**src/rtl/demux_serial_driver_pkg.sv**
```systemverilog
// demux_pkg: shared definitions for the demux serial driver.
//   drv_state_t : driver FSM state encoding (IDLE, SHIFT, GAP)
//   LANE0..LANE3: demux output lane select codes
//   frame_len   : enabled bits per frame for a given data width and parity option
package demux_pkg;

    typedef enum logic [1:0] {
        IDLE  = 2'd0,
        SHIFT = 2'd1,
        GAP   = 2'd2
    } drv_state_t;

    localparam logic [1:0] LANE0 = 2'd0;
    localparam logic [1:0] LANE1 = 2'd1;
    localparam logic [1:0] LANE2 = 2'd2;
    localparam logic [1:0] LANE3 = 2'd3;

    function automatic int frame_len(input int width, input bit parity_en);
        return parity_en ? width + 1 : width;
    endfunction

endpackage

```
**src/rtl/demux_serial_driver_piso_shreg.sv**
```systemverilog
// piso_shreg: parallel-in / serial-out shift register, MSB first.
// Ports:
//   clk, rst_n : clock, async active-low reset (clears the register)
//   i_load     : load i_data (takes priority over shift)
//   i_shift    : shift left by one, zero fill
//   i_data     : parallel load word
//   o_msb      : current MSB (registered)
// Zero fill means the register is empty after W shifts, so o_msb idles at 0.
module piso_shreg #(
    parameter int W = 8
) (
    input  logic         clk,
    input  logic         rst_n,
    input  logic         i_load,
    input  logic         i_shift,
    input  logic [W-1:0] i_data,
    output logic         o_msb
);

    logic [W-1:0] r_sh;

    always_ff @(posedge clk or negedge rst_n) begin
        if (!rst_n) begin
            r_sh <= '0;
        end else if (i_load) begin
            r_sh <= i_data;
        end else if (i_shift) begin
            r_sh <= {r_sh[W-2:0], 1'b0};
        end
    end

    assign o_msb = r_sh[W-1];

endmodule

```
**src/rtl/demux_serial_driver.sv**
```systemverilog
// demux_serial_driver: accepts a word + 2-bit lane over valid/ready and
// serialises it MSB-first onto the 1-to-4 demux inputs (a, e, s).
// Parameters: WIDTH (data bits, 2..32), GAP (idle cycles after each frame, >= 0).
// Ports:
//   clk, rst_n         : clock, async active-low reset
//   in_valid/in_ready  : input handshake (in_ready combinational, high in IDLE)
//   in_data, in_dest   : word to send and demux lane
//   a, e, s            : demux data, enable, select (registered)
//   busy               : high while shifting or in the post-frame gap
//   done               : one-cycle pulse after the last frame bit
// Build option: DEMUX_SERIAL_PARITY_EN appends an even-parity bit to each frame.
//
// State | meaning
// IDLE  | waiting for a handshake, in_ready high
// SHIFT | frame bits on a, e high
// GAP   | e low for GAP cycles before returning to IDLE
module demux_serial_driver
    import demux_pkg::*;
#(
    parameter int WIDTH = 8,
    parameter int GAP   = 1
) (
    input  logic             clk,
    input  logic             rst_n,
    input  logic             in_valid,
    output logic             in_ready,
    input  logic [WIDTH-1:0] in_data,
    input  logic [1:0]       in_dest,
    output logic             a,
    output logic             e,
    output logic [1:0]       s,
    output logic             busy,
    output logic             done
);

`ifdef DEMUX_SERIAL_PARITY_EN
    localparam bit PAR_EN = 1'b1;
`else
    localparam bit PAR_EN = 1'b0;
`endif

    localparam int FRAME = frame_len(WIDTH, PAR_EN);
    localparam int CW    = $clog2(WIDTH + 1);
    localparam int GW    = (GAP > 1) ? $clog2(GAP) : 1;

    localparam logic [CW-1:0] CNT_LOAD = CW'(FRAME - 1);
    localparam logic [GW-1:0] GAP_LOAD = (GAP > 0) ? GW'(GAP - 1) : '0;

    // GAP the parameter shadows the imported state name, so states are
    // always referenced with the package scope.
    drv_state_t    r_state;
    logic [CW-1:0] r_cnt;
    logic [GW-1:0] r_gap_cnt;
    logic          r_e;
    logic [1:0]    r_s;
    logic          r_busy;
    logic          r_done;

    logic             w_accept;
    logic             w_shift;
    logic             w_msb;
    logic [FRAME-1:0] w_load_data;

`ifdef DEMUX_SERIAL_PARITY_EN
    assign w_load_data = {in_data, ^in_data};
`else
    assign w_load_data = in_data;
`endif

    assign in_ready = (r_state == demux_pkg::IDLE);
    assign w_accept = in_valid && in_ready;
    assign w_shift  = (r_state == demux_pkg::SHIFT);

    piso_shreg #(
        .W(FRAME)
    ) u_shreg (
        .clk    (clk),
        .rst_n  (rst_n),
        .i_load (w_accept),
        .i_shift(w_shift),
        .i_data (w_load_data),
        .o_msb  (w_msb)
    );

    always_ff @(posedge clk or negedge rst_n) begin
        if (!rst_n) begin
            r_state   <= demux_pkg::IDLE;
            r_cnt     <= '0;
            r_gap_cnt <= '0;
            r_e       <= 1'b0;
            r_s       <= LANE0;
            r_busy    <= 1'b0;
            r_done    <= 1'b0;
        end else begin
            r_done <= 1'b0;
            case (r_state)
                demux_pkg::IDLE: begin
                    if (in_valid) begin
                        r_s     <= in_dest;
                        r_cnt   <= CNT_LOAD;
                        r_e     <= 1'b1;
                        r_busy  <= 1'b1;
                        r_state <= demux_pkg::SHIFT;
                    end
                end
                demux_pkg::SHIFT: begin
                    if (r_cnt == '0) begin
                        r_e    <= 1'b0;
                        r_done <= 1'b1;
                        if (GAP == 0) begin
                            r_busy  <= 1'b0;
                            r_state <= demux_pkg::IDLE;
                        end else begin
                            r_gap_cnt <= GAP_LOAD;
                            r_state   <= demux_pkg::GAP;
                        end
                    end else begin
                        r_cnt <= r_cnt - 1'b1;
                    end
                end
                demux_pkg::GAP: begin
                    if (r_gap_cnt == '0) begin
                        r_busy  <= 1'b0;
                        r_state <= demux_pkg::IDLE;
                    end else begin
                        r_gap_cnt <= r_gap_cnt - 1'b1;
                    end
                end
                default: begin
                    r_e     <= 1'b0;
                    r_busy  <= 1'b0;
                    r_state <= demux_pkg::IDLE;
                end
            endcase
        end
    end

    assign a    = w_msb;
    assign e    = r_e;
    assign s    = r_s;
    assign busy = r_busy;
    assign done = r_done;

endmodule

```
**config.mk**
```make
export PLATFORM = sky130hd
export DESIGN_NAME = demux_serial_driver
export DESIGN_NICKNAME = d
export VERILOG_FILES = /design/src/rtl/demux_serial_driver_pkg.sv /design/src/rtl/demux_serial_driver_piso_shreg.sv /design/src/rtl/demux_serial_driver.sv
export SDC_FILE = /design/constraint.sdc
export NUM_CORES = 1
export LEC_CHECK = 0
export CAP_MARGIN = 20
export CORE_UTILIZATION = 45
export DETAILED_ROUTE_END_ITERATION = 16
export PLACE_DENSITY = 0.71
export SLEW_MARGIN = 10
export SYNTH_ARGS = -nofsm -noshare
export SYNTH_HDL_FRONTEND = slang
export SYNTH_SLANG_ARGS = --single-unit
```
**constraint.sdc**
```tcl
create_clock -name clk -period 1.8 [get_ports clk]
set_input_delay 0.27 -clock clk [delete_from_list [all_inputs] [get_ports clk]]
set_output_delay 0.27 -clock clk [all_outputs]
set_load 0.02 [all_outputs]
```
; ---- After elaboration in Yosys (flattened, before gate mapping)
; Cells that the tools add are included.
; W data, S select, Z words.
[word_totals]
ff_bits = 20
output_inout_bits = 7
[classes]
muxes = 18
eq_ne = 6
add_sub_neg = 2
bitwise_logic = 2
reduce_logical = 12
[op_table]
columns = cell, count
row1 = $mux W8, 2
row2 = $reduce_and A3 Y1, 4
row3 = $mux W4, 2
row4 = $ne A2 B2 Y1 const B, 4
row5 = $pmux W4 S2, 1
row6 = $mux W1, 6
row7 = $mux W2, 3
row8 = $pmux W1 S3, 2
row9 = $pmux W2 S3, 1
row10 = $reduce_bool A2 Y1, 3
row11 = $logic_not A4 Y1, 1
row12 = $reduce_and A2 Y1, 2
row13 = $sub A4 B1 Y4 const B, 1
row14 = $eq A2 B1 Y1 const B, 1
row15 = $eq A2 B2 Y1 const B, 1
row16 = $logic_not A2 Y1, 1
row17 = $not A1 Y1, 2
row18 = $pmux W1 S2, 1
row19 = $logic_and A1 B1 Y1, 1
row20 = $sub A1 B1 Y1 const B, 1

; ---- Longest topological paths before layout
; Gate-level depths: netlist (run 1).
[depth]
ltp_word = 3
mapped_depth = 5
ltp_nobuf = 5

; ---- Cells and area by module
; A second synthesis (run 1) with hierarchy kept.
[unflattened]
cells_unflattened = 80
area_unflattened_um2 = 864.6
[by_module_without_submodules]
columns = mod, seq_area_each_um2, instances, area_per_inst_um2, cells_each
row1 = demux_serial_driver, 275.3, 1, 495.5, 46
row2 = piso_shreg, 200.2, 1, 369.1, 34

; ---- Worst setup path before layout (run 1)
; Ideal clock, no wire load.
[synth_timing]
kind = register to register
from = reg r_cnt[0]
to = reg r_state[0]
arrival_time_ps = 1389
required_ps = 1676
path_slack_ps = 287
path_stages_with_launch = 6
setup_ps = 124
synth_period_minus_slack_ps = 1513
path_cell_list = dfrtp_1 -> inv_1 -> ha_1 -> or3b_4 -> and3_4 -> or2_1
[synth_between]
elab_chain_len = 3
[synth_lines]
columns = item, line_no
row1 = from (decl), demux_serial_driver.sv:52  ; logic [CW-1:0] r_cnt;
row2 = from (signal assigned), demux_serial_driver.sv:118  ; r_cnt <= r_cnt - 1'b1;
row3 = $logic_not A4 Y1, demux_serial_driver.sv:107  ; if (r_cnt == '0) begin
row4 = $ne A2 B2 Y1 (no source line), -
row5 = $reduce_and A3 Y1 (no source line), -
row6 = to (signal assigned), demux_serial_driver.sv:103  ; r_state <= demux_pkg::SHIFT;
row7 = to (signal assigned), demux_serial_driver.sv:112  ; r_state <= demux_pkg::IDLE;
row8 = to (signal assigned), demux_serial_driver.sv:115  ; r_state <= demux_pkg::GAP;
row9 = to (decl), demux_serial_driver.sv:51  ; drv_state_t r_state;
; Every way passes these cells.
; A chain may end at the register's enable or synchronous reset.

; ---- Final worst setup path (run 1)
[layout_timing]
from = reg r_state[1]
to = out in_ready
[layout_between]
elab_chain_len = 1
[layout_lines]
columns = item, line_no
row1 = from (signal assigned), demux_serial_driver.sv:87  ; r_state <= demux_pkg::IDLE;
row2 = from (signal assigned), demux_serial_driver.sv:103
row3 = from (signal assigned), demux_serial_driver.sv:112
row4 = $logic_not A2 Y1, demux_serial_driver.sv:70  ; assign in_ready = (r_state == demux_pkg::IDLE);
row5 = to (decl), demux_serial_driver.sv:26  ; output logic in_ready,
; Every way passes these cells.

==> results of run 1 <==
cell usage after synthesis:
cell | instances | area, sq um
buf_2 | 3 | 15.01
nor3b_2 | 1 | 12.51
mux2i_1 | 2 | 20.02
a32o_1 | 1 | 10.01
or3b_4 | 1 | 11.26
o22ai_1 | 2 | 12.51
a22oi_1 | 5 | 37.54
a41oi_1 | 1 | 8.760
nand2_1 | 7 | 26.28
and3_2 | 1 | 7.510
and3b_1 | 2 | 17.52
ha_1 | 1 | 12.51
o21ai_0 | 7 | 35.03
nor2_1 | 5 | 18.77
a21oi_1 | 3 | 15.01
nor2b_1 | 1 | 6.260
and3_4 | 1 | 11.26
clkbuf_1 | 2 | 7.510
o21bai_2 | 1 | 11.26
a22o_1 | 1 | 8.760
nor3_1 | 2 | 10.01
dfrtp_1 | 19 | 475.5
inv_1 | 5 | 18.77
mux2_2 | 3 | 33.78
nor3b_1 | 2 | 15.01
or2_1 | 1 | 6.260
per-layer routing:
metal | share of wire, % | vias up | GRT usage, % | wire length, um
li1 | - | 330 | - | -
met1 | 45 | 330 | 21.72 | 744
met2 | 48 | 16 | 32.00 | 790
met3 | 4.3 | 4 | 3.571 | 71
met4 | 2.1 | 0 | 8.824 | 34
met5 | 0 | - | 0 | 0
report_power, final:
part / internal [mW] / leakage, nW / switching (mW)
Combinational: 0.439 / 0.264 / 0.416
Clock: 0.0830 / 0.0177 / 0.133
Sequential: 0.601 / 0.233 / 0.106
Total: 1.12 / 0.515 / 0.655
cell type report:
class	count	area (sq um)	share of cell area [%]
clock buffer	3	22.52	1.969
clock inverter	1	5.005	0.4376
inverter	5	18.77	1.641
multi-input combinational	51	347.8	30.42
sequential	19	475.5	41.58
tap	25	31.28	2.735
timing repair buffer	26	242.7	21.23
cell families (layout without fill, tap and decap cells):
family | after synthesis | in the layout | share of synthesized area, %
and+or+nand+nor | 24 | 24 | 16.50
AOI/OAI and AO/OA | 21 | 21 | 16.06
DFF | 19 | 19 | 54.99
buffers and inverters | 10 | 35 | 4.776
muxes | 5 | 5 | 6.223
adders and majority gates | 1 | 1 | 1.447
worst reg2reg max path, cell delays in order (launching register included):
cell     delay, ns
dfrtp_1       0.42
inv_1         0.08
ha_1          0.21
or3b_4        0.42
and3_4        0.21
or2_1         0.20
flip-flops by register name, summed over array words and instances (netlist names):
register / cells
u_shreg.r_sh: 8
r_cnt: 4
r_state: 2
s: 2
busy: 1
done: 1
e: 1
final timing paths:
kind	end	slack [ns]
worst max-delay path	in_ready	0.10
worst max register to register	r_state[0]	0.18
worst min register to register	u_shreg.r_sh[5]	0.49
worst min-delay path	e	0.29
min in group clk	u_shreg.r_sh[5]	0.49
max in group asynchronous	u_shreg.r_sh[2]	1.31
==> flow_summary.yaml, run 1 <==
status:
  outcome: "finished clean"
critical_path:
  cp.depth: 2
  cp.buffers_inverters: 1
  worstSetupPathType: "flip-flop to output pin"
  arrival_ns: 1.43
  crit_required_ns: 1.53
  endpoint_kind: "output pin"
  startpoint: "r_state[1]"
  path_cells: "nor2_1 -> clkdlybuf4s50_1"
  cp-start-kind: "flip-flop"
  worstReg2RegStart: "r_cnt[0]"
  cp_max_fo: 3
  cpMaxStageDelayCell: "clkdlybuf4s50_1"
  cpLargestDelayFamily: "buffers and inverters"
  worst-r2r-cell-count: 5
  cpPeakStageDelay_ns: 0.60
power:
  ir_drop_mv: 0.8529
  power.leakage_nw: 0.5151
  p_total_mw: 1.779
  power_density_nw_per_um2: 1555
detailed_routing:
  drt-initial-drc-count: 6
  wl_mm: 1.640
  drcViolationCount: 0
  detail-route-antenna-nets: 0
  wire_per_inst_um: 12.62
  avgViaCountPerCell: 5.231
  drtPass1Iterations: 4
  via_count: 680
synthesis:
  yosysSeqAreaShare_pct: 54.99
  ys_warn_count: 0
  syn-num-nets: 94
  yosys_register_bits: 19
  synthCells: 80
  avgSynthCellArea_sq_um: 10.81
  syn_area_sq_um: 864.6
  ys_types: 26
floorplanning:
  die_y_um: 45.83
  die_w_um: 45.83
  start_util_pct: 49.01
  die-area_sq_um: 2100
  core_area_sq_um: 1764
  rows: 15
  ioPinCount: 20
cells_and_area:
  finalInstanceArea_sq_um: 1144
  layout_common_cells: "19 x dfrtp_1, 19 x clkdlybuf4s50_1, 7 x nand2_1, 7 x o21ai_0, 7 x buf_4"
  layout-area-overhead-vs-synth_pct: 32.27
  nets: 120
  layoutNonFillerInstCount: 130
  n_fill_cell: 172
  insertedDiodeCount: 0
  final_core_util_pct: 64.82
  drive_above_1_share_pct: 18.10
worst_hold_path:
  hold_class: "input pin to asynchronous set/reset pin"
grt:
  grtUsageTotal_pct: 18.45
  grt_pass1_vias: 612
  antenna_found_initial: 0
  grt_pass1_wl_mm: 2.691
  overflow: 0
  grt_max_degree: 20
sta:
  slew_violations: 0
  timing.final.crit_share_pct: 94.17
  finalSetupTns_ns: 0
  tightest_slew_ns: 0.4080
  finalClockSkew_ns: 0.004297
  relSlewSlack_pct: 72.78
  whs_ns: 0.2902
  max_freq_mhz: 590.0
  setup_viol: 0
  min_period_ns: 1.695
  hold_viol_final: 0
  fin_ws_ns: 0.1050
  rsz0062_at_grt: "no"
cts:
  insertion_delay_ns: 0.30
  path_clk_slew_ns: 0.11
  h-tree-depth: 1
  cts.sinks: 19
  cts_resized: 0
  postCtsSetupRepairBufs: 0
  numCtsBuffers: 3
  cts_root_buf: "clkbuf_4"
  cts_tree: "done"
  ctsHoldBuffers: 0
  clockBufferDepth: 2
placed_design:
  dp.final_hpwl_mm: 1.216
  gp_congestion: 0.7797
  port_buffers: 19
  dp_slack_ns: 0.1123
  place_inst: 126
  postPlaceCellArea_sq_um: 1116
job:
  cap_violations: 0
Note: power is estimated with default switching activity, not from simulation.
==> run 2, diff against run 1 <==
SYNTH_HIERARCHICAL = 1   (was not set)
==> run 2 against run 1 <==
Critical path depth unchanged. Flip-flop and latch count unchanged. Synthesized cell count unchanged. Count of clock-buffer cells in the layout up 1. Non-clock buffer count down 6. Cell area down 5.0%. Sequential power up 2%. Sequential share of layout area up 2.2 points. Core utilization down 3.3 points. Power down 3.2%. Combinational power down 6.5%. Worst setup slack worse by 0.020 ns. Critical endpoint unchanged.
==> flow_summary.yaml, run 2 <==
critical_path:
  worstReg2RegStart: "r_cnt[0]"
  cpPeakStageDelay_ns: 0.60
  cpMaxStageDelayCell: "clkdlybuf4s50_1"
  crit_required_ns: 1.53
  cp_max_fo: 6
  cp-start-kind: "flip-flop"
  cpLargestDelayFamily: "buffers and inverters"
  worstSetupPathType: "flip-flop to output pin"
  arrival_ns: 1.45
  startpoint: "r_state[0]"
  endpoint_kind: "output pin"
  cp.buffers_inverters: 1
  path_cells: "nor2_1 -> clkdlybuf4s50_1"
power:
  power.leakage_nw: 0.5279
  ir_drop_mv: 1.039
  power_density_nw_per_um2: 1585
cts:
  cts_tree: "done"
  postCtsSetupRepairBufs: 0
  ctsHoldBuffers: 0
  cts_root_buf: "clkbuf_4"
  cts.sinks: 19
  clockBufferDepth: 2
  h-tree-depth: 1
  insertion_delay_ns: 0.29
  path_clk_slew_ns: 0.10
  cts_resized: 0
  numCtsBuffers: 3
cells_and_area:
  drive_above_1_share_pct: 6.931
  largest_registers: "u_shreg/r_sh x8, r_cnt x4"
  layout_common_cells: "19 x dfrtp_1, 19 x clkdlybuf4s50_1, 16 x nand2_1, 10 x mux2i_1, 7 x o21ai_1"
  nets: 116
  largest_reg_flops: 8
  regMostFlops: "u_shreg/r_sh"
  n_fill_cell: 160
  layoutNonFillerInstCount: 126
  layout-area-overhead-vs-synth_pct: 25.61
  insertedDiodeCount: 0
synthesis:
  yosysTopAreaCell: "dfrtp_1"
  synthCells: 80
  syn-num-nets: 94
  syn_area_sq_um: 864.6
  ys_types: 19
  synth_top_cell_area_share_pct: 54.99
  async_reset_ff_share_pct: 100.0
  avgSynthCellArea_sq_um: 10.81
  synth_most_common_cell: "dfrtp_1"
  synth_top_cells_by_area: "dfrtp_1 55%, mux2i_1 12%, nand2_1 6.9%"
  yosys_register_bits: 19
  synth_edf_count: 0
  yosysSeqAreaShare_pct: 54.99
  ys_warn_count: 6
  yosys-top-cells-count: "19 x dfrtp_1, 16 x nand2_1, 10 x mux2i_1"
  synth_ff_type: "dfrtp_1"
floorplanning:
  ioPinCount: 20
  die_y_um: 45.83
  die-area_sq_um: 2100
  core_area_sq_um: 1764
  start_util_pct: 49.01
  rows: 15
  die_w_um: 45.83
job:
  cap_violations: 0
placed_design:
  place_inst: 122
  dp_slack_ns: 0.09159
  dp.final_hpwl_mm: 1.003
  port_buffers: 19
  gp_congestion: 0.6990
detailed_routing:
  detail-route-antenna-nets: 0
  drtPass1Iterations: 3
  wl_mm: 1.387
  highest_layer: "met4"
  wl_met2_um: 673
  wire_per_inst_um: 11.01
  dr_wl_met3_um: 40
  wirelength_met1_um: 661
  via_count: 595
  avgViaCountPerCell: 4.722
  drcViolationCount: 0
  drt-initial-drc-count: 12
sta:
  slew_violations: 0
  rsz0062_at_grt: "no"
  min_period_ns: 1.716
  finalClockSkew_ns: 0.002424
  tightest_slew_ns: 0.3569
  fin_ws_ns: 0.08448
  hold_viol_final: 0
  relSlewSlack_pct: 76.20
  setup_viol: 0
  max_freq_mhz: 582.9
  timing.final.crit_share_pct: 95.31
  finalSetupTns_ns: 0
grt:
  grt_max_degree: 22
  antenna_found_initial: 0
  grtUsageTotal_pct: 15.81
  grt_pass1_wl_mm: 2.311
  grt_pass1_vias: 519
  overflow: 0
status:
  outcome: "finished clean"
worst_hold_path:
  hold_class: "input pin to asynchronous set/reset pin"
-- run 2: cell count changes after synthesis, sizes merged, moves of 3 or more --
cell   previous run  this run
a22oi             5         0
mux2              3         0
mux2i             2        10
nand2             7        17
-- run 2: cells by family (layout without fill, tap and decap cells) --
group / count (synthesis) / after routing / synth area share, %
AO/OA/AOI/OAI: 12 / 12 / 7.524
flip-flops: 19 / 19 / 54.99
AND/OR/NAND/NOR: 30 / 30 / 16.93
adder cells (fa/ha/maj): 1 / 1 / 1.447
multiplexers: 10 / 10 / 11.58
buffers and inverters: 8 / 29 / 7.525
-- run 2: worst paths after layout --
path,endpoint,slack (ns),cells past startpoint
worst max-delay path,in_ready,0.08,2
worst min-delay path,r_cnt[1],0.30,2
worst max register to register,r_cnt[0],0.29,5
worst min register to register,r_cnt[0],0.48,1
max in group asynchronous,s[1],1.31,2
min in group clk,r_cnt[0],0.48,1
-- run 2: routing by layer --
layer	vias to the layer above	track usage (%)
li1	308	-
met1	276	22.69
met2	9	21.71
met3	2	2.381
met4	0	10.59
met5	-	0
-- run 2: power by group --
| group | internal [mW] | switching, mW |
|---|---|---|
| sequential | 0.611 | 0.108 |
| clock | 0.0861 | 0.118 |
| combinational | 0.381 | 0.418 |
-- run 2: cell type report --
class                      count  area (sq um)  share of cell area (%)
sequential                    19         475.5                   43.78
multi-input combinational     53         324.1                   29.84
timing repair buffer          20         197.7                   18.20
inverter                       5         31.28                   2.880
tap                           25         31.28                   2.880
clock buffer                   4         26.28                   2.419
-- run 2: per-stage QoR --
stage / total power, mW / area [sq um] / hold WS (ns) / utilization, %
final: 1.722 / 1086 / 0.2978 / 61.56
after global routing: 1.858 / 1086 / 0.3155 / 61.56
after CTS: 1.753 / 1086 / 0.2914 / 61.56
after detailed placement: 1.540 / 1060 / 0.4673 / 60.07
after global placement: 1.513 / 1060 / 0.4639 / 60.07
after floorplan: 1.321 / 864.6 / -0.02559 / -
